**config.mk**
```make
export PLATFORM = sky130hd
export DESIGN_NAME = mem_master_flat
export DESIGN_NICKNAME = d
export VERILOG_FILES = /design/src/rtl/mem_master_pkg.sv /design/src/rtl/mem_if.sv /design/src/rtl/mem_master_fifo.sv /design/src/rtl/mem_master.sv /design/src/flat_wrapper.sv
export SDC_FILE = /design/constraint.sdc
export NUM_CORES = 1
export LEC_CHECK = 0
export CAP_MARGIN = 10
export CORE_MARGIN = 2
export CORE_UTILIZATION = 40
export CTS_BUF_LIST = sky130_fd_sc_hd__clkbuf_8
export CTS_CLUSTER_SIZE = 20
export DETAILED_ROUTE_END_ITERATION = 7
export PLACE_DENSITY_LB_ADDON = 0.3
export SETUP_SLACK_MARGIN = 0.05
export SLEW_MARGIN = 25
export SYNTH_ARGS = -nofsm -noshare
export SYNTH_HDL_FRONTEND = slang
export SYNTH_SLANG_ARGS = --single-unit
```
**constraint.sdc**
```tcl
create_clock -name clk_i -period 1.88 [get_ports clk_i]
set_input_delay 0.47 -clock clk_i [delete_from_list [all_inputs] [get_ports clk_i]]
set_output_delay 0.47 -clock clk_i [all_outputs]
set_load 0.02 [all_outputs]
```
**src/rtl/mem_master_pkg.sv**
```systemverilog
// ---------------------------------------------------------------------------
// mem_master_pkg : shared command type and default widths for mem_master
// Revision      : 1.0
// ---------------------------------------------------------------------------
`default_nettype none

package mem_master_pkg;

  localparam int MM_DWIDTH = 8;
  localparam int MM_AWIDTH = 6;

  typedef struct packed {
    logic                 wr;
    logic [MM_AWIDTH-1:0] addr;
    logic [MM_DWIDTH-1:0] data;
  } cmd_t;

endpackage

`default_nettype wire

```
**src/rtl/mem_if.sv**
```systemverilog
// ---------------------------------------------------------------------------
// mem_if : simple memory bus between an initiator and a memory responder
// Revision : 1.0
// ---------------------------------------------------------------------------
`default_nettype none

interface mem_if #(
  parameter int DWIDTH = 8,
  parameter int AWIDTH = 6
);
  logic              wr;
  logic              rd;
  logic [AWIDTH-1:0] addr;
  logic [DWIDTH-1:0] data;
  logic [DWIDTH-1:0] rddata;
  logic              rddatavalid;

  modport master (output wr, rd, addr, data, input rddata, rddatavalid);
  modport slave  (input wr, rd, addr, data, output rddata, rddatavalid);
endinterface

`default_nettype wire

```
**src/rtl/mem_master_fifo.sv**
```systemverilog
// ---------------------------------------------------------------------------
// mem_master_fifo : synchronous show-ahead FIFO with occupancy count
// Revision        : 1.0
// ---------------------------------------------------------------------------
`default_nettype none

module mem_master_fifo #(
  parameter int WIDTH = 8,
  parameter int DEPTH = 4
) (
  input  logic                       clk,
  input  logic                       rst,
  input  logic                       push,
  input  logic                       pop,
  input  logic [WIDTH-1:0]           wdata,
  output logic [WIDTH-1:0]           rdata,
  output logic [$clog2(DEPTH+1)-1:0] count
);

  localparam int AW = $clog2(DEPTH);
  localparam int CW = $clog2(DEPTH+1);

  logic [WIDTH-1:0] r_mem [DEPTH];
  logic [AW-1:0]    r_wptr;
  logic [AW-1:0]    r_rptr;
  logic [CW-1:0]    r_count;
  logic             w_do_pop;

  assign w_do_pop = pop && (r_count != '0);

  always_ff @(posedge clk or posedge rst) begin
    if (rst) begin
      r_wptr  <= '0;
      r_rptr  <= '0;
      r_count <= '0;
    end else begin
      if (push)     r_wptr <= r_wptr + 1'b1;
      if (w_do_pop) r_rptr <= r_rptr + 1'b1;
      case ({push, w_do_pop})
        2'b10:   r_count <= r_count + 1'b1;
        2'b01:   r_count <= r_count - 1'b1;
        default: r_count <= r_count;
      endcase
    end
  end

  // Storage needs no reset; the head is masked while the FIFO is empty.
  always_ff @(posedge clk) begin
    if (push) r_mem[r_wptr] <= wdata;
  end

  assign rdata = (r_count != '0) ? r_mem[r_rptr] : '0;
  assign count = r_count;

endmodule

`default_nettype wire

```
**src/rtl/mem_master.sv**
```systemverilog
// ---------------------------------------------------------------------------
// mem_master : mem_if initiator with credit-based response FIFO.
//              Optional response timeout/error checking: MEM_MASTER_TIMEOUT_EN
// Revision   : 1.0
// ---------------------------------------------------------------------------
`default_nettype none

module mem_master
  import mem_master_pkg::*;
#(
  parameter int DWIDTH    = MM_DWIDTH,
  parameter int AWIDTH    = MM_AWIDTH,
  parameter int RSP_DEPTH = 4,
  parameter int TIMEOUT   = 8
) (
  input  logic              clk_i,
  input  logic              rst_i,
  input  logic              cmd_valid_i,
  output logic              cmd_ready_o,
  input  logic              cmd_wr_i,
  input  logic [AWIDTH-1:0] cmd_addr_i,
  input  logic [DWIDTH-1:0] cmd_data_i,
  output logic              rsp_valid_o,
  input  logic              rsp_ready_i,
  output logic [DWIDTH-1:0] rsp_data_o,
  output logic              err_o,
  mem_if.master             mem
);

  localparam int CW = $clog2(RSP_DEPTH+1);

  logic              r_wr;
  logic              r_rd;
  logic [AWIDTH-1:0] r_addr;
  logic [DWIDTH-1:0] r_data;
  logic [CW-1:0]     r_inflight;
  logic [CW-1:0]     w_fifo_count;
  logic [CW:0]       w_credit;
  logic              w_accept;
  logic              w_acc_rd;
  logic              w_capture;

  // Every outstanding read owns a FIFO slot, so captures can never overflow.
  assign w_credit    = {1'b0, w_fifo_count} + {1'b0, r_inflight};
  assign cmd_ready_o = !rst_i && (w_credit < (CW+1)'(RSP_DEPTH));
  assign w_accept    = cmd_valid_i && cmd_ready_o;
  assign w_acc_rd    = w_accept && !cmd_wr_i;
  assign w_capture   = mem.rddatavalid && (r_inflight != '0);

  always_ff @(posedge clk_i or posedge rst_i) begin
    if (rst_i) begin
      r_wr   <= 1'b0;
      r_rd   <= 1'b0;
      r_addr <= '0;
      r_data <= '0;
    end else begin
      r_wr <= w_accept && cmd_wr_i;
      r_rd <= w_acc_rd;
      if (w_accept)             r_addr <= cmd_addr_i;
      if (w_accept && cmd_wr_i) r_data <= cmd_data_i;
    end
  end

  assign mem.wr   = r_wr;
  assign mem.rd   = r_rd;
  assign mem.addr = r_addr;
  assign mem.data = r_data;

`ifdef MEM_MASTER_TIMEOUT_EN
  localparam int TW = $clog2(TIMEOUT+1);

  logic [TW-1:0] r_tmo;
  logic          r_err;
  logic          w_expire;

  assign w_expire = (r_inflight != '0) && !w_capture && (r_tmo == TW'(TIMEOUT-1));

  always_ff @(posedge clk_i or posedge rst_i) begin
    if (rst_i) begin
      r_inflight <= '0;
      r_tmo      <= '0;
      r_err      <= 1'b0;
    end else begin
      if (w_expire) begin
        r_inflight <= CW'(w_acc_rd);
        r_tmo      <= '0;
        r_err      <= 1'b1;
      end else begin
        r_inflight <= r_inflight + CW'(w_acc_rd) - CW'(w_capture);
        if ((r_inflight == '0) || w_capture) r_tmo <= '0;
        else                                 r_tmo <= r_tmo + 1'b1;
      end
      if (mem.rddatavalid && (r_inflight == '0)) r_err <= 1'b1;
    end
  end

  assign err_o = r_err;
`else
  localparam int UNUSED_TIMEOUT = TIMEOUT;

  always_ff @(posedge clk_i or posedge rst_i) begin
    if (rst_i) r_inflight <= '0;
    else       r_inflight <= r_inflight + CW'(w_acc_rd) - CW'(w_capture);
  end

  assign err_o = 1'b0;
`endif

  mem_master_fifo #(
    .WIDTH (DWIDTH),
    .DEPTH (RSP_DEPTH)
  ) u_rsp_fifo (
    .clk   (clk_i),
    .rst   (rst_i),
    .push  (w_capture),
    .pop   (rsp_ready_i),
    .wdata (mem.rddata),
    .rdata (rsp_data_o),
    .count (w_fifo_count)
  );

  assign rsp_valid_o = (w_fifo_count != '0);

endmodule

`default_nettype wire
```
**src/flat_wrapper.sv**
```systemverilog
// flat-port wrapper written by rule: the top's interface ports become plain ports
module mem_master_flat import mem_master_pkg::*;
#(
  parameter int DWIDTH    = MM_DWIDTH,
  parameter int AWIDTH    = MM_AWIDTH,
  parameter int RSP_DEPTH = 4,
  parameter int TIMEOUT   = 8
)
  (clk_i, rst_i, cmd_valid_i, cmd_ready_o, cmd_wr_i, cmd_addr_i, cmd_data_i, rsp_valid_o, rsp_ready_i, rsp_data_o, err_o, mem_wr, mem_rd, mem_addr, mem_data, mem_rddata, mem_rddatavalid);
  mem_if #(.DWIDTH(DWIDTH), .AWIDTH(AWIDTH)) mem_i ();
  input  logic clk_i;
  input  logic rst_i;
  input  logic cmd_valid_i;
  output logic cmd_ready_o;
  input  logic cmd_wr_i;
  input  logic [AWIDTH-1:0] cmd_addr_i;
  input  logic [DWIDTH-1:0] cmd_data_i;
  output logic rsp_valid_o;
  input  logic rsp_ready_i;
  output logic [DWIDTH-1:0] rsp_data_o;
  output logic err_o;
  output wire logic [$bits(mem_i.wr)-1:0] mem_wr;
  output wire logic [$bits(mem_i.rd)-1:0] mem_rd;
  output wire logic [$bits(mem_i.addr)-1:0] mem_addr;
  output wire logic [$bits(mem_i.data)-1:0] mem_data;
  input wire logic [$bits(mem_i.rddata)-1:0] mem_rddata;
  input wire logic [$bits(mem_i.rddatavalid)-1:0] mem_rddatavalid;
  assign mem_wr = mem_i.wr;
  assign mem_rd = mem_i.rd;
  assign mem_addr = mem_i.addr;
  assign mem_data = mem_i.data;
  assign mem_i.rddata = mem_rddata;
  assign mem_i.rddatavalid = mem_rddatavalid;
  mem_master #(.DWIDTH(DWIDTH), .AWIDTH(AWIDTH), .RSP_DEPTH(RSP_DEPTH), .TIMEOUT(TIMEOUT)) u_core (.clk_i(clk_i), .rst_i(rst_i), .cmd_valid_i(cmd_valid_i), .cmd_ready_o(cmd_ready_o), .cmd_wr_i(cmd_wr_i), .cmd_addr_i(cmd_addr_i), .cmd_data_i(cmd_data_i), .rsp_valid_o(rsp_valid_o), .rsp_ready_i(rsp_ready_i), .rsp_data_o(rsp_data_o), .err_o(err_o), .mem(mem_i));
endmodule
```
After elaboration in Yosys (flattened, before gate mapping)
Memories as Yosys holds them, arrays and structs flattened. Cells that the tools add are included.

Add/sub/neg operators: 7. Order comparisons: 1. Equality and inequality tests: 2. Muxes and demuxes: 4. Reductions and logical operators: 11.

Operator list (number): two-way mux 8 bit (1); logical AND 1 bit (6); one-hot mux 3 bit (2 select lines) (1); nonzero test 3 bit (2); adder 2 x 1 -> 2 bit (second input constant) (2); adder 3 x 3 -> 4 bit (1); less-than comparator 4 x 3 -> 1 bit (second input constant) (1); adder 3 x 1 -> 3 bit (1); adder 3 x 1 -> 3 bit (second input constant) (1); subtractor 3 x 1 -> 3 bit (1); subtractor 3 x 1 -> 3 bit (second input constant) (1); equality test 2 x 1 -> 1 bit (second input constant) (1); equality test 2 bit (second input constant) (1); zero test 1 bit (2); two-way mux 1 bit (2); nonzero test 2 bit (1).

Register bits: 26. Memory bits (writable): 32. Input bits: 28. Output and inout bits: 27. Word-level logic and storage cells: 34. Memories kept: 1.

Memory list: u_core.u_rsp_fifo.r_mem (words 4, bits a word 8, rd ports 1, clocked after memory_dff 0, write ports 1, line mem_master_fifo.sv:23) `logic [WIDTH-1:0] r_mem [DEPTH];`.

Longest topological paths before layout
Word-level depth: 7. Gate-level depth with buffers: 9. Gate-level depth less buffers: 8.

Hierarchy
A second synthesis with hierarchy kept.

Cell total of the unflattened synthesis: 144. Area, all modules: 2478.6 sq um.

By module, submodules not included: mem_master_fifo (times used 1, cells an instance 88, area each 1642.8 sq um, sequential area each 1136.1 sq um); mem_master (times used 1, cells an instance 56, area each 835.8 sq um, sequential area each 475.5 sq um).

Worst setup path after synthesis
Ideal clock, no wire load.

Path type: register to register. Start point: register u_core.r_inflight[1]. End point: register u_core.r_inflight[2]. Library setup time: 0.123 ns. Arrival: 1.940 ns. Required time: 1.757 ns. Slack: -0.182 ns. Cell stages (with the launch flop): 9. Buffers on the path: 1. Clock period less this slack: 2.062 ns. Cells stage by stage: dfrtp_1 > o31a_1 > clkbuf_1 > ha_1 > inv_1 > ha_1 > fa_1 > xnor2_1 > xnor2_1.

Elaborated cells between the ends (all ways): 9. Those cells by class: 3 x add/sub; 1 x order compare; 5 x reduce/logical.

RTL lines: start: declaration (line mem_master.sv:36) `logic [CW-1:0] r_inflight;`; start signal: assignment (line mem_master.sv:103) `else r_inflight <= r_inflight + CW'(w_acc_rd) - CW'(w_capture);`; nonzero test 3 bit (line mem_master.sv:48) `assign w_capture = mem.rddatavalid && (r_inflight != '0);`; logical AND 1 bit (line mem_master.sv:48); named net u_core.u_rsp_fifo.push (line mem_master_fifo.sv:13) `input logic push,`; subtractor 3 x 1 -> 3 bit (line mem_master.sv:103).

The timed path passes the listed nets, and every way through them passes these cells. A chain may end at the register's enable or synchronous reset.

Worst setup path in the final report
Start point: register u_core.r_inflight[2]. End point: register u_core.r_inflight[2].

Word-level cells in the longest chain between the ends: 7. Elaborated cells between the ends (all ways): 9. Those cells by class: 3 x add/sub; 1 x order compare; 5 x reduce/logical.

Ends and longest elaborated chain: adder 3 x 3 -> 4 bit (line mem_master.sv:44) `assign w_credit = {1'b0, w_fifo_count} + {1'b0, r_inflight};`; less-than comparator 4 x 3 -> 1 bit (line mem_master.sv:45) `assign cmd_ready_o = !rst_i && (w_credit < (CW+1)'(RSP_DEPTH));`; logical AND 1 bit (line mem_master.sv:45); logical AND 1 bit (line mem_master.sv:46) `assign w_accept = cmd_valid_i && cmd_ready_o;`; logical AND 1 bit (line mem_master.sv:47) `assign w_acc_rd = w_accept && !cmd_wr_i;`; adder 3 x 1 -> 3 bit (line mem_master.sv:103); subtractor 3 x 1 -> 3 bit * (line mem_master.sv:103).

Mark *: on every way between the ends. The rest lies on a longest branch, timed or not.

==> reports/results.ini <==
[run_status]
status = finished, violations left
failed_checks = setup timing

[yosys]
synth.ff_latch_count = 58
synthDistinctLibCells = 26
synth_area_leaders = edfxtp_1 40%, dfrtp_1 27%, mux4_2 7.4%
postSynthNetCount = 182
async_reset_ff_share_pct = 44.8
syn_inst = 143
post-synth-top-area-fraction_pct = 39.5
synthMostInstantiatedCell = edfxtp_1
syn-mean-instance-area_um2 = 17.0
post_synth_most_frequent_cells = 32 x edfxtp_1, 26 x dfrtp_1, 14 x mux2_2
syn-cell-area_mm2 = 0.00243
synthDominantAreaCellType = edfxtp_1
postSynth.topFlopCell = edfxtp_1
yosys_warnings = 0
ys_seq_area_share_pct = 66.3
synth_enable_flop_cells = 32

[routing]
totalWireLength_um = 4780
drt_drc_violations_left = 0
overall_via_count_from_detail_route = 1476
viasPerCell = 4.66
ant_nets = 0
first_pass_iters = 4
drt_first_iter_violations = 62
routed_wl_per_cell_um = 15.1

[setup_path]
worst_ep_required_time_ps = 2090
cp_num_buf_inv = 2
worst-endpoint-arrival_ps = 2320
slowest_delay_ps = 400
worst-setup-path-type = flip-flop to flip-flop
largest_delay_contributor_family_on_the_critical_path = adder cells
critPathMaxFanout = 3
critical-path-slowest-cell = dfrtp_1
path_cells = buf_6 > o31a_1 > ha_1 > inv_1 > ha_2 > fa_2 > xnor2_2 > xnor2_1
crit_path_start_kind = flip-flop
endpoint_kind_of_the_worst_setup_timing_path = flip-flop

[die]
die_ar_mm2 = 0.00672
num_rows = 28
chipHeight_um = 82.0
top_level_ports = 55
initial_utilization_pct = 41.3
die_width_um = 82.0
core_region_area_mm2 = 0.00589

[cts]
cts_tree = yes
cts_hold_buffers = 0
clk_tree_root_cell = clkbuf_8
cts_made_buffers = 9
max-clock-path-buffers = 2
latest_clock_arrival_within_the_worst_skew_pair_ps = 330
htree_num_levels = 3
clkSinkCount = 58
cts.reportedPaths.clkPinSlew_ps = 60

[timing]
setup_viol = 21
rsz0062_at_grt = yes
finalHoldViolations = 0
min_period_over_period_pct = 112
totalNegativeSetupSlack_ps = -3330
post-route-worst-setup-slack_ps = -231
timing.fmax_mhz = 474
slew_viol_final = 0
timing.final.crit_period_ps = 2110
fin_worst_skew_ps = 7.57

[cells_and_area]
filler_cell_count = 420
nNetsFinal = 276
drive_gt1_share_pct = 43.8
seqCellArea_mm2 = 0.00161
final_area_mm2 = 0.00364
area_growth_from_synthesis_to_layout_pct = 49.8
multiInputGateArea_um2 = 820
antenna-diode-count = 0

[power]
ir_worst_vdd_mv = 1.10
power_leakage_nw = 1.53
cellPowerDensity_mw_per_mm2 = 1760

[grt]
total_overflow_reported_by_the_global_router = 0
grt_first_pass_wirelength_um = 7260
maximum_number_of_pins_on_one_net_before_global_route_repair = 27
grt_antenna_before_repair = 0
grt.total_usage_pct = 15.1
first_global_vias = 1521

[placement]
post_dp_cell_area_mm2 = 0.00324
routabilityCongestion = 0.715
port-buffer-count = 53
place.detailed.hpwl_um = 3270

[job]
cap_viol_max_count = 0

[worst_hold_path]
timing.hold.worst.class = flip-flop to flip-flop

-- timing repair --
item                                    4_1_cts  5_1_grt
gates resized for setup                      70       13
endpoints found under the setup margin       22       30
pin swaps                                    10       13
gates cloned                                  1        1
setup buffers                                 4        5
-- registers in the layout, summed over array words and instances, names as in the netlist --
name,flops
u_core.u_rsp_fifo.r_mem,32
u_core.u_rsp_fifo.count,3
u_core.u_rsp_fifo.r_wptr,2
u_core.mem.addr,6
u_core.mem.rd,1
u_core.mem.data,8
u_core.u_rsp_fifo.r_rptr,2
u_core.r_inflight,3
u_core.mem.wr,1
-- metrics by stage --
stage	worst slack (ps)	power [mW]	util, %	std cells	hold slack, ps
5_1_grt	-299	6.80	61.9	317	536
4_1_cts	-261	6.32	60.4	311	515
3_5_place_dp	-688	4.68	55.0	290	496
3_3_place_gp	-623	4.57	55.0	290	491
6_report	-231	6.43	61.9	317	515
2_1_floorplan	-91.0	3.47	-	143	463
-- area by class of cell --
| cell class | count | share of cell area [%] |
|---|---|---|
| timing repair buffer | 88 | 22.9 |
| clock inverter | 6 | 2.92 |
| sequential | 58 | 44.2 |
| inverter | 11 | 1.13 |
| clock buffer | 10 | 3.78 |
| tap | 75 | 2.57 |
| multi-input combinational | 69 | 22.5 |
-- worst paths after layout --
kind,from,endpoint,slack (ps),depth (start not counted)
worst max-delay path,u_core.r_inflight[2]$_DFF_PP0_,u_core.r_inflight[2]$_DFF_PP0_,-230,8
worst min-delay path,u_core.mem.addr[1]$_DFFE_PP0N_,u_core.mem.addr[1]$_DFFE_PP0N_,520,1
worst max register to register,u_core.r_inflight[2]$_DFF_PP0_,u_core.r_inflight[2]$_DFF_PP0_,-230,8
worst min register to register,u_core.mem.addr[1]$_DFFE_PP0N_,u_core.mem.addr[1]$_DFFE_PP0N_,520,1
max in group asynchronous,rst_i,u_core.mem.wr$_DFF_PP0_,1010,3
min in group asynchronous,rst_i,u_core.mem.addr[4]$_DFFE_PP0N_,620,3
-- report_power, final --
part	switching (mW)	internal (mW)	total [mW]
combinational	1.27	1.76	3.03
sequential	0.248	1.77	2.02
clock	0.467	0.909	1.38
total	1.98	4.44	6.43
-- logic make-up after synthesis --
logic type / count (synthesis) / share of synthesized area [%]
other cells: 1 / 0.154
fa+ha+maj: 11 / 6.28
buf+inv: 17 / 3.14
mux: 23 / 14.3
flops: 58 / 66.3
xor+xnor: 8 / 2.88
compound gates: 2 / 0.566
simple gates: 23 / 6.43
-- metal layers --
layer | part of all wire [%] | track usage [%]
met5 | 0 | 0
met4 | 1.1 | 6.83
met3 | 4.9 | 5.93
met2 | 54 | 24.8
met1 | 40 | 17.5
-- cells in the final DEF (no fill, tap or decap), drive strengths merged --
master / count
o31a: 1
edfxtp: 32
clkdlybuf4s50: 41
nor4: 1
inv: 12
o21ai: 1
conb: 1
ha: 9
mux2i: 1
nand3: 3
xor2: 3
buf: 45
xnor2: 5
clkinv: 1
dlymetal6s2s: 2
or3: 2
and2: 14
fa: 2
dfrtp: 26
nor2: 2
clkbuf: 10
clkinvlp: 1
mux2: 14
mux4: 8
nand2: 1
bufinv: 3
and4: 1
(Power assumes the default switching activity.)
